`src/rtl/game_pkg.sv`:
```
// Shared game definitions: FSM state encoding, default lives, tile colours.
// Latency: n/a (declarations only).
// Backpressure: n/a.
package game_pkg;

  typedef enum logic [1:0] {
    IDLE      = 2'd0,
    PLAY      = 2'd1,
    PENALTY   = 2'd2,
    GAME_OVER = 2'd3
  } state_t;

  localparam int START_LIVES_DEF = 3;

  // Colour codes shared with the tile renderer.
  localparam logic [2:0] RED    = 3'b100;
  localparam logic [2:0] YELLOW = 3'b110;
  localparam logic [2:0] BLACK  = 3'b000;

endpackage

```
`src/rtl/popcount_n.sv`:
```
// Counts the set bits of an N-bit vector.
// Latency: purely combinational.
// Backpressure: none.
module popcount_n #(
  parameter int N  = 4,
  parameter int CW = $clog2(N + 1)
) (
  input  logic [N-1:0]  i_bits,
  output logic [CW-1:0] o_cnt
);

  // Ripple sum of the individual bits.
  always_comb begin
    o_cnt = '0;
    for (int i = 0; i < N; i++) begin
      o_cnt = o_cnt + CW'(i_bits[i]);
    end
  end

endmodule

```
`src/rtl/lives_manager.sv`:
```
// Game control: tracks lives/score/level and runs IDLE/PLAY/PENALTY/GAME_OVER.
// Latency: tile pulses in cycle N update lives/score/state in cycle N+1; level lags score by 1.
// Backpressure: none; tiles are frozen through tile_enable outside PLAY.
module lives_manager
  import game_pkg::*;
#(
  parameter int          NUM_TILES      = 4,
  parameter int          START_LIVES    = START_LIVES_DEF,
  parameter int          SCORE_W        = 10,
  parameter int          LEVEL_STEP     = 8,
  parameter int          MAX_LEVEL      = 7,
  parameter logic [23:0] PENALTY_CYCLES = 24'd30
) (
  input  logic                 clk,
  input  logic                 resetn,
  input  logic                 enable,
  input  logic                 start_key,
  input  logic [NUM_TILES-1:0] lose_a_life,
  input  logic [NUM_TILES-1:0] tile_clear,
  output logic                 tile_enable,
  output logic [3:0]           lives,
  output logic [SCORE_W-1:0]   score,
  output logic [2:0]           level,
  output logic                 game_over,
  output logic                 life_lost_flash
);

  localparam int CW = $clog2(NUM_TILES + 1);

  state_t              r_state, w_state_nxt;
  logic                r_start_q;
  logic [3:0]          r_lives, w_lives_nxt;
  logic [SCORE_W-1:0]  r_score, w_score_nxt;
  logic [2:0]          r_level, w_level_nxt;
  logic [23:0]         r_pen, w_pen_nxt;

  logic [CW-1:0]       w_lose_cnt;
  logic [CW-1:0]       w_clr_cnt;
  logic                w_start_pulse;
  logic [SCORE_W:0]    w_score_sum;
  logic signed [4:0]   w_lives_diff;
  logic [3:0]          w_lives_sat;
  logic [SCORE_W-1:0]  w_quot;
  logic [2:0]          w_level_calc;

  popcount_n #(.N(NUM_TILES), .CW(CW)) u_pop_lose (
    .i_bits (lose_a_life),
    .o_cnt  (w_lose_cnt)
  );

  popcount_n #(.N(NUM_TILES), .CW(CW)) u_pop_clr (
    .i_bits (tile_clear),
    .o_cnt  (w_clr_cnt)
  );

  assign w_start_pulse = start_key & ~r_start_q;

  // Extra carry bit flags score overflow for saturation.
  assign w_score_sum  = {1'b0, r_score} + (SCORE_W + 1)'(w_clr_cnt);
  // Sign bit of the 5-bit difference flags lives underflow.
  assign w_lives_diff = $signed({1'b0, r_lives}) - $signed({{(5 - CW){1'b0}}, w_lose_cnt});
  assign w_lives_sat  = w_lives_diff[4] ? 4'd0 : w_lives_diff[3:0];
  assign w_quot       = r_score / SCORE_W'(LEVEL_STEP);
  assign w_level_calc = (w_quot > SCORE_W'(MAX_LEVEL)) ? 3'(MAX_LEVEL) : w_quot[2:0];

  // Next-state and datapath updates for the game sequence.
  always_comb begin
    w_state_nxt = r_state;
    w_lives_nxt = r_lives;
    w_score_nxt = r_score;
    w_pen_nxt   = r_pen;
    w_level_nxt = w_level_calc;
    case (r_state)
      IDLE: begin
        if (w_start_pulse) begin
          w_lives_nxt = 4'(START_LIVES);
          w_score_nxt = '0;
          w_level_nxt = '0;
          w_state_nxt = PLAY;
        end
      end
      PLAY: begin
        w_score_nxt = w_score_sum[SCORE_W] ? '1 : w_score_sum[SCORE_W-1:0];
        if (w_lose_cnt != '0) begin
          w_lives_nxt = w_lives_sat;
          if (w_lives_sat == 4'd0) begin
            w_state_nxt = GAME_OVER;
          end else begin
            w_pen_nxt   = PENALTY_CYCLES;
            w_state_nxt = PENALTY;
          end
        end
      end
      PENALTY: begin
        // Late pulses from the entry cycle are deliberately dropped here.
        if (r_pen == '0) begin
          w_state_nxt = PLAY;
        end else if (enable) begin
          w_pen_nxt = r_pen - 24'd1;
        end
      end
      GAME_OVER: begin
        // Return to IDLE only; a second press is needed to begin a new game.
        if (w_start_pulse) begin
          w_state_nxt = IDLE;
        end
      end
      default: w_state_nxt = IDLE;
    endcase
  end

  // State and datapath registers; the key register resets high so a key
  // held through reset must be released before it can start a game.
  always_ff @(posedge clk or negedge resetn) begin
    if (!resetn) begin
      r_state   <= IDLE;
      r_start_q <= 1'b1;
      r_lives   <= '0;
      r_score   <= '0;
      r_level   <= '0;
      r_pen     <= '0;
    end else begin
      r_state   <= w_state_nxt;
      r_start_q <= start_key;
      r_lives   <= w_lives_nxt;
      r_score   <= w_score_nxt;
      r_level   <= w_level_nxt;
      r_pen     <= w_pen_nxt;
    end
  end

  assign tile_enable     = (r_state == PLAY);
  assign game_over       = (r_state == GAME_OVER);
  assign life_lost_flash = (r_state == PENALTY);
  assign lives           = r_lives;
  assign score           = r_score;
  assign level           = r_level;

endmodule

```
`config.mk`:
```
export PLATFORM = sky130hd
export DESIGN_NAME = lives_manager
export DESIGN_NICKNAME = d
export VERILOG_FILES = /design/src/rtl/game_pkg.sv /design/src/rtl/popcount_n.sv /design/src/rtl/lives_manager.sv
export SDC_FILE = /design/constraint.sdc
export NUM_CORES = 1
export LEC_CHECK = 0
export ABC_CLOCK_PERIOD_IN_PS = 2500
export BUFFER_PORTS_ARGS = -buffer_cell sky130_fd_sc_hd__buf_2
export CAP_MARGIN = 20
export CORE_UTILIZATION = 42
export CTS_CLUSTER_SIZE = 25
export DETAILED_ROUTE_END_ITERATION = 12
export SYNTH_ARGS = -nofsm -noshare
export SYNTH_HDL_FRONTEND = slang
export SYNTH_SLANG_ARGS = --single-unit
```
`constraint.sdc`:
```
create_clock -name clk -period 2.5 [get_ports clk]
set_input_delay 0.25 -clock clk [delete_from_list [all_inputs] [get_ports clk]]
set_output_delay 0.25 -clock clk [all_outputs]
set_load 0.01 [all_outputs]
```
Word level (Yosys, flattened, before mapping). Index checks and enable logic that the tools add are counted.

Register bits: 44. Output and inout port bits: 20.

$add $sub $neg: 9. $lt $le $gt $ge: 1. Equal/unequal tests: 10. Mux-type cells: 21. Bitwise operators: 2. Reductions and logical operators: 10.

Operators by type and width (count): $mux 24 (4); $pmux 24 s2 (1); $logic_not 24->1 (1); $sub 24x1->24 const B (1); $mux 10 (2); $pmux 10 s2 (1); $add 3x1->3 (4); $mux 4 (3); $add 10x3->11 (1); $mux 3 (3); $mux 2 (4); $ne 2x2->1 const B (4); $pmux 2 s4 (1); $pmux 4 s2 (1); $gt 7x3->1 const B (1); $ne 2x1->1 const B (3); $reduce_and 5->1 (1); $sub 4x3->5 (1); $add 1x1->2 (2); $eq 2x2->1 const B (2); $logic_not 4->1 (1); $reduce_and 4->1 (1); $reduce_bool 2->1 (2); $reduce_and 3->1 (1); 7 further kinds (7).

Longest topological paths before layout. Gate-level depths: netlist of run 1.

Depth in word-level cells: 9. Depth in mapped cells: 13.

Modules after synthesis. From an unflattened synthesis of run 1, not the netlist that was laid out.

Cells, all modules: 305. Area total of the unflattened synthesis: 2836.5 um2.

By module, submodules not included: lives_manager (instances 1, cells each 289, area each 2708.8 um2); popcount_n (instances 2, cells each 8, area each 63.8 um2).

Worst setup path after synthesis of run 1. Ideal clock, no wire load.

Kind: input port to flip-flop. Start point: in lose_a_life[0]. End point: reg r_pen[0]. Arrival: 2.914 ns. Required time: 2.360 ns. Setup slack: -0.553 ns. Cell stages on the path: 12. Cells stage by stage: ha_1 inv_1 fa_1 inv_1 ha_1 fa_1 nand2b_1 a2111oi_0 nor4b_1 a21oi_2 buf_2 mux2i_1.

Longest elaborated chain between the ends: 8. Elaborated cells on any way between the ends: 10. Those cells by class: add/sub (4); eq/ne (2); mux (1); reduce/logical (3).

RTL lines: start, declared (RTL line lives_manager.sv:18) `input logic [NUM_TILES-1:0] lose_a_life,`; $add 1x1->2 (*) (RTL line popcount_n.sv:16) `o_cnt = o_cnt + CW'(i_bits[i]);`; $add 3x1->3 (*) (2 in a row) (RTL line popcount_n.sv:16); $sub 4x3->5 (RTL line lives_manager.sv:61) `assign w_lives_diff = $signed({1'b0, r_lives}) - $signed({{(5 - CW){1'b0}}, w_lose_cnt});`; $mux 4 (RTL line lives_manager.sv:62) `assign w_lives_sat = w_lives_diff[4] ? 4'd0 : w_lives_diff[3:0];`; $logic_not 4->1 (RTL line lives_manager.sv:86) `if (w_lives_sat == 4'd0) begin`; $ne 2x2->1 (no line); $reduce_and 5->1 (no line) (*); end signal, assigned (RTL line lives_manager.sv:128) `r_pen <= w_pen_nxt;`; end, declared (RTL line lives_manager.sv:35) `logic [23:0] r_pen, w_pen_nxt;`.

Mark *: on every way between the ends. The rest lies on a longest branch, timed or not. A chain may end at the register's enable or synchronous reset.

Worst setup path in the final report of run 1.
Start point: in lose_a_life[1]. End point: reg r_pen[1].

Same word-level chain as after synthesis.

==> qor.yml, run 1 <==
sta:
  tightest_slew_ns: 0.766
  post-route-period-util_pct: 110
  slew_headroom_pct: 48.9
  period_needed_ns: 2.74
  setup_violations: 24
  drv_slew: 0
  setup_ws_ns: -0.239
  skew_ns: 0.00644
  fmax_mhz: 365
  rsz0062_at_grt: "yes"
  whs_ns: 0.0643
  final_hold_viol_count: 0
  tns_ns: -4.38
critical_path:
  cp_cell_sequence: "buf_6 > ha_4 > inv_2 > fa_1 > inv_2 > ha_4 > fa_2 > nand2b_4 > a2111oi_4 > nor4b_4 > a21oi_4 > mux2_4"
  path_class: "in -> reg"
  cp-start-kind: "input port"
  cp.required_ns: 2.68
  path_buf_inv: 3
  slowest_stage: "fa_1"
  cp.arrival_ns: 2.92
  critPathTopFamily: "adder cells"
  endpoint_kind: "register"
  slowest_delay_ns: 0.54
  critPathMaxFanout: 5
cells_and_area:
  layout_commonest_cell: "dfrtp_1"
  final_cell_mix: "43 x dfrtp_1, 37 x inv_1, 29 x buf_2"
  drive_above_1_share_pct: 27.9
  nets: 410
  area.growth.synth_to_final_pct: 26.5
  n_antenna_cell: 0
  fin_cells: 461
run_status:
  status: "finished with violations"
  violations: "DRC, setup timing"
placement:
  io_buffer_count: 31
  gp_congestion: 0.887
  place_inst: 449
  hpwl_um: 4690
clocking:
  numClockSinks: 44
  clkTransAtPathRegs_ns: 0.08
  cts_tree: "done"
  clk_latency_ns: 0.30
  cts_buffers: 5
  cts.path.max_buffers: 2
  htree_num_levels: 2
  cts_root_buf: "clkbuf_8"
power:
  power.switching_mw: 1.79
  swShare_pct: 43.2
  seqPwrFrac_pct: 29.9
  ir_worst_vdd_mv: 0.652
  leakage_nw: 1.66
  p_comb_share_pct: 55.6
  powerDensity_mw_per_mm2: 1150
  p_clk_share_pct: 14.5
  internal_power_mw: 2.35
logic_synthesis:
  synth_enable_flop_cells: 0
  synth_cells: 325
  yosysSeqAreaShare_pct: 38.6
  syn_nets: 352
  syn-cell-area_mm2: 0.00286
  ys_seq_elements: 44
  yosys_most_used_dff: "dfrtp_1"
  ys_async_sr_fraction_pct: 100
  yosysUniqueCellTypes: 57
  syn_avg_cell_area_um2: 8.79
  yosys_warnings: 0
route:
  num_vias: 2568
  firstDrtPassIters: 8
  ant_nets: 0
  wire_per_inst_um: 14.7
  drtIter0Drc: 94
  wirelength_um: 6770
  drc_errors: 2
  vias_per_cell: 5.57
grt:
  grt_use_total_pct: 19.7
  antenna_found_initial: 0
  grt_overflow: 0
  grt_pass1_wl_um: 11200
  grt_pass1_vias: 2363
  grt_max_degree: 45
floorplanning:
  start_util_pct: 44.2
  dieArea_mm2: 0.00714
  row_count: 29
  die_y_um: 84.5
  core-area_mm2: 0.00646
  pin_count: 32
  die_w_um: 84.5
hold_path:
  hp-class: "in -> reg"
flow_run:
  max-cap-violations: 0
==> logic make-up (layout without fill, tap and decap cells) <==
group,Yosys count,after routing,synth area share (%)
DFF,44,44,38.6
muxes,3,3,1.09
AOI/OAI and AO/OA,90,90,22.1
adders and majority gates,15,15,7.62
xor gates and xnor gates,1,1,0.307
and+or+nand+nor,123,123,23.4
buffers and inverters,49,108,6.87
==> state kept, by name, summed over array words and instances, names as in the netlist <==
signal / cells
lives: 4
r_start_q: 1
score: 10
r_state: 2
level: 3
r_pen: 24
==> cell usage after synthesis (4+ instances only) <==
cell type  instances  share of area [%]
nor2_1            28                3.7
a22o_1             4                1.2
dfrtp_1           43                 38
o21ai_0           16                2.8
or4_1              4                1.1
fa_1               4                2.8
a21oi_1           16                2.8
nand3_1           11                1.9
buf_2              4               0.70
nand2b_1           7                1.5
a31oi_1           14                3.1
inv_1             39                5.1
nor3_1            12                2.1
ha_1              11                4.8
o211ai_2           6                2.6
or3_1              6                1.3
nand2_1           28                3.7
o21ai_1            5               0.88
clkbuf_1           5               0.66
==> per-stage QoR <==
step	setup WS, ns	area, µm²	util (%)	total power [mW]
2_1_floorplan	-0.300	2930	-	2.69
3_3_place_gp	-0.488	3320	51.3	3.28
6_report	-0.239	3610	56.0	4.15
5_1_grt	-0.334	3610	56.0	4.47
3_5_place_dp	-0.526	3320	51.3	3.31
4_1_cts	-0.175	3520	54.5	4.07
==> routing by layer <==
layer | global-route usage (%) | vias to the layer above | share of wire [%]
met5 | 0 | - | 0
met4 | 6.32 | 0 | 1.0
met3 | 2.95 | 7 | 2.7
met2 | 32.9 | 41 | 49
met1 | 26.3 | 1236 | 48
li1 | - | 1284 | -
==> power by group through the flow <==
stage	Sequential (mW)	Clock [mW]	Combinational [mW]
floorplan	1.20	0	1.48
CTS	1.23	0.624	2.22
global route	1.28	0.645	2.54
finish	1.24	0.602	2.30
global placement	1.23	0	2.05
detailed placement	1.24	0	2.07
==> cell type report <==
cell class	count	area [µm²]
clock buffers	7	96.3
fillers	610	2840
repair buffers	61	419
clock inverters	1	30.0
well taps	77	96.3
inverters	39	146
multi-input cells	232	1720
flip-flops and latches	44	1100
==> path summary, 6_finish.rpt <==
check,cells after the start,endpoint,slack (ns),startpoint
worst min register to register,2,score[0],0.51,score[0]
worst max-delay path,12,r_pen[1],-0.24,lose_a_life[1]
worst max register to register,5,r_pen[10],0.18,r_pen[12]
max in group asynchronous,3,r_start_q,1.52,resetn
worst min-delay path,1,r_start_q,0.06,start_key
min in group asynchronous,2,r_pen[7],0.42,resetn
==> what timing repair did <==
action / CTS / global route
hold buffers: 0 / 1
endpoints found under the hold margin: 0 / 17
gates cloned: 1 / 0
gates resized for setup: 13 / 11
buffers inserted: 0 / 1
endpoints found under the setup margin: 24 / 31
pin swaps: 4 / 1
Power figures use the tool's default switching activity.
==> run 2: changes to the inputs <==
- ABC_CLOCK_PERIOD_IN_PS: 2500 -> 3400
- SKIP_CTS_REPAIR_TIMING: unset -> 1
- clock period: 2.5 -> 3.4 ns (I/O delays scaled with it)
==> run 2 against run 1 <==
Against the previous run: the flow now finishes without violations; setup slack better by 0.61 ns; critical path depth is 1 higher; design area down 11%; sequential power decreased by 27%; count of clock-buffer cells in the layout unchanged; combinational power down 42%; sequential cell count did not move; via count decreased by 4.0%; register-to-register slack gained 0.76 ns; largest cell class unchanged.
==> qor.yml, run 2 (synthesized netlist as in run 1, its figures left out) <==
run_status:
  status: "completed"
sta:
  tns_ns: 0
  rsz0062_at_grt: "no"
  setup_violations: 0
  setup_ws_ns: 0.367
  final_hold_viol_count: 0
  post-route-period-util_pct: 89.2
  fmax_mhz: 330
  whs_ns: 0.0221
  tightest_slew_ns: 0.769
  drv_slew: 0
  period_needed_ns: 3.03
  skew_ns: 0.00945
  slew_headroom_pct: 48.7
cells_and_area:
  top_register: "r_pen"
  layout_commonest_cell: "dfrtp_1"
  utilization_pct: 49.9
  largest_reg_flops: 24
  fin_cells: 436
  fillers: 612
  n_antenna_cell: 0
  final_cell_area_mm2: 0.00322
  final_cell_mix: "43 x dfrtp_1, 39 x inv_1, 31 x buf_2"
  nets: 385
  drive_above_1_share_pct: 17.0
  area.growth.synth_to_final_pct: 12.8
power:
  leakage_nw: 1.50
  powerDensity_mw_per_mm2: 804
  p_total_mw: 2.59
  ir_worst_vdd_mv: 0.353
route:
  num_vias: 2464
  vias_per_cell: 5.65
  drc_errors: 0
  wire_per_inst_um: 14.2
  wirelength_um: 6180
  drtIter0Drc: 150
  ant_nets: 0
  firstDrtPassIters: 4
critical_path:
  reg2reg_depth: 8
  r2r_start: "r_pen[0]"
  cp.required_ns: 3.55
  cp-start-kind: "input port"
  critPathMaxFanout: 23
  r2r-end: "r_pen[2]"
  endpoint_kind: "register"
  path_class: "in -> reg"
  setup.worst_path.start: "lose_a_life[0]"
  r2r_slack_ns: 0.94
  cp.arrival_ns: 3.18
placement:
  place_ws_ns: 0.0550
  place_inst: 427
  io_buffer_count: 31
  dpl-instance-area_mm2: 0.00310
  hpwl_um: 4310
  gp_congestion: 0.880
clocking:
  cts_buffers: 5
  clk_latency_ns: 0.30
  cts.path.max_buffers: 2
  cts_root_buf: "clkbuf_8"
  htree_num_levels: 2
  numClockSinks: 44
  clkTransAtPathRegs_ns: 0.09
  cts_tree: "done"
grt:
  antenna_found_initial: 0
  grt_max_degree: 45
  grt_overflow: 0
  grt_pass1_wl_um: 10900
  grt_use_total_pct: 18.8
  grt_pass1_vias: 2308
floorplanning:
  pin_count: 32
  core-area_mm2: 0.00646
  start_util_pct: 44.2
  die_y_um: 84.5
  row_count: 29
  dieArea_mm2: 0.00714
  die_w_um: 84.5
flow_run:
  max-cap-violations: 0
hold_path:
  hp-class: "in -> async"
run 2: changes by cell type in the layout (fill, tap and decap cells not counted), moves of 3 or more:
cell,before,now
buf_4,25,3
buf_6,5,0
o21ai_2,3,0
o21ai_1,2,5
run 2: metal layers:
| layer | track usage, % | wire length, µm |
|---|---|---|
| met1 | 25.4 | 3020 |
| met2 | 31.1 | 2920 |
| met3 | 3.93 | 213 |
| met4 | 4.62 | 23 |
| met5 | 0 | 0 |
run 2: power breakdown:
group / internal [mW] / switching (mW) / leakage, nW
clock: 0.165 / 0.183 / 0.0445
sequential: 0.692 / 0.215 / 0.573
combinational: 0.568 / 0.769 / 0.878
total: 1.43 / 1.17 / 1.50
run 2: cell type report:
class | count | area [µm²] | share of cell area, %
tap | 77 | 96.3 | 2.99
inverter | 39 | 146 | 4.54
sequential | 44 | 1100 | 34.2
timing repair buffer | 36 | 225 | 6.99
clock inverter | 1 | 7.51 | 0.233
clock buffer | 7 | 86.3 | 2.68
multi-input combinational | 232 | 1560 | 48.4
run 2: worst max path at each step:
stage | endpoint | slack [ns] | cells after the start
finish | r_pen[15] | 0.37 | 13
global route | r_pen[18] | 0.13 | 13
CTS | r_pen[15] | 0.36 | 13
detailed placement | r_pen[15] | 0.05 | 13
global placement | r_pen[15] | 0.09 | 13
floorplan | r_pen[0] | 0.26 | 12
run 2: worst max-delay path, cell delays in order:
cell and delay (ns):
buf_2 0.10, ha_1 0.27, inv_1 0.05, fa_1 0.51, inv_1 0.05, ha_1 0.19, fa_1 0.39, nand2b_1 0.17
a2111oi_0 0.38, nor4b_1 0.14, a21oi_2 0.25, buf_12 0.21, o221ai_1 0.12
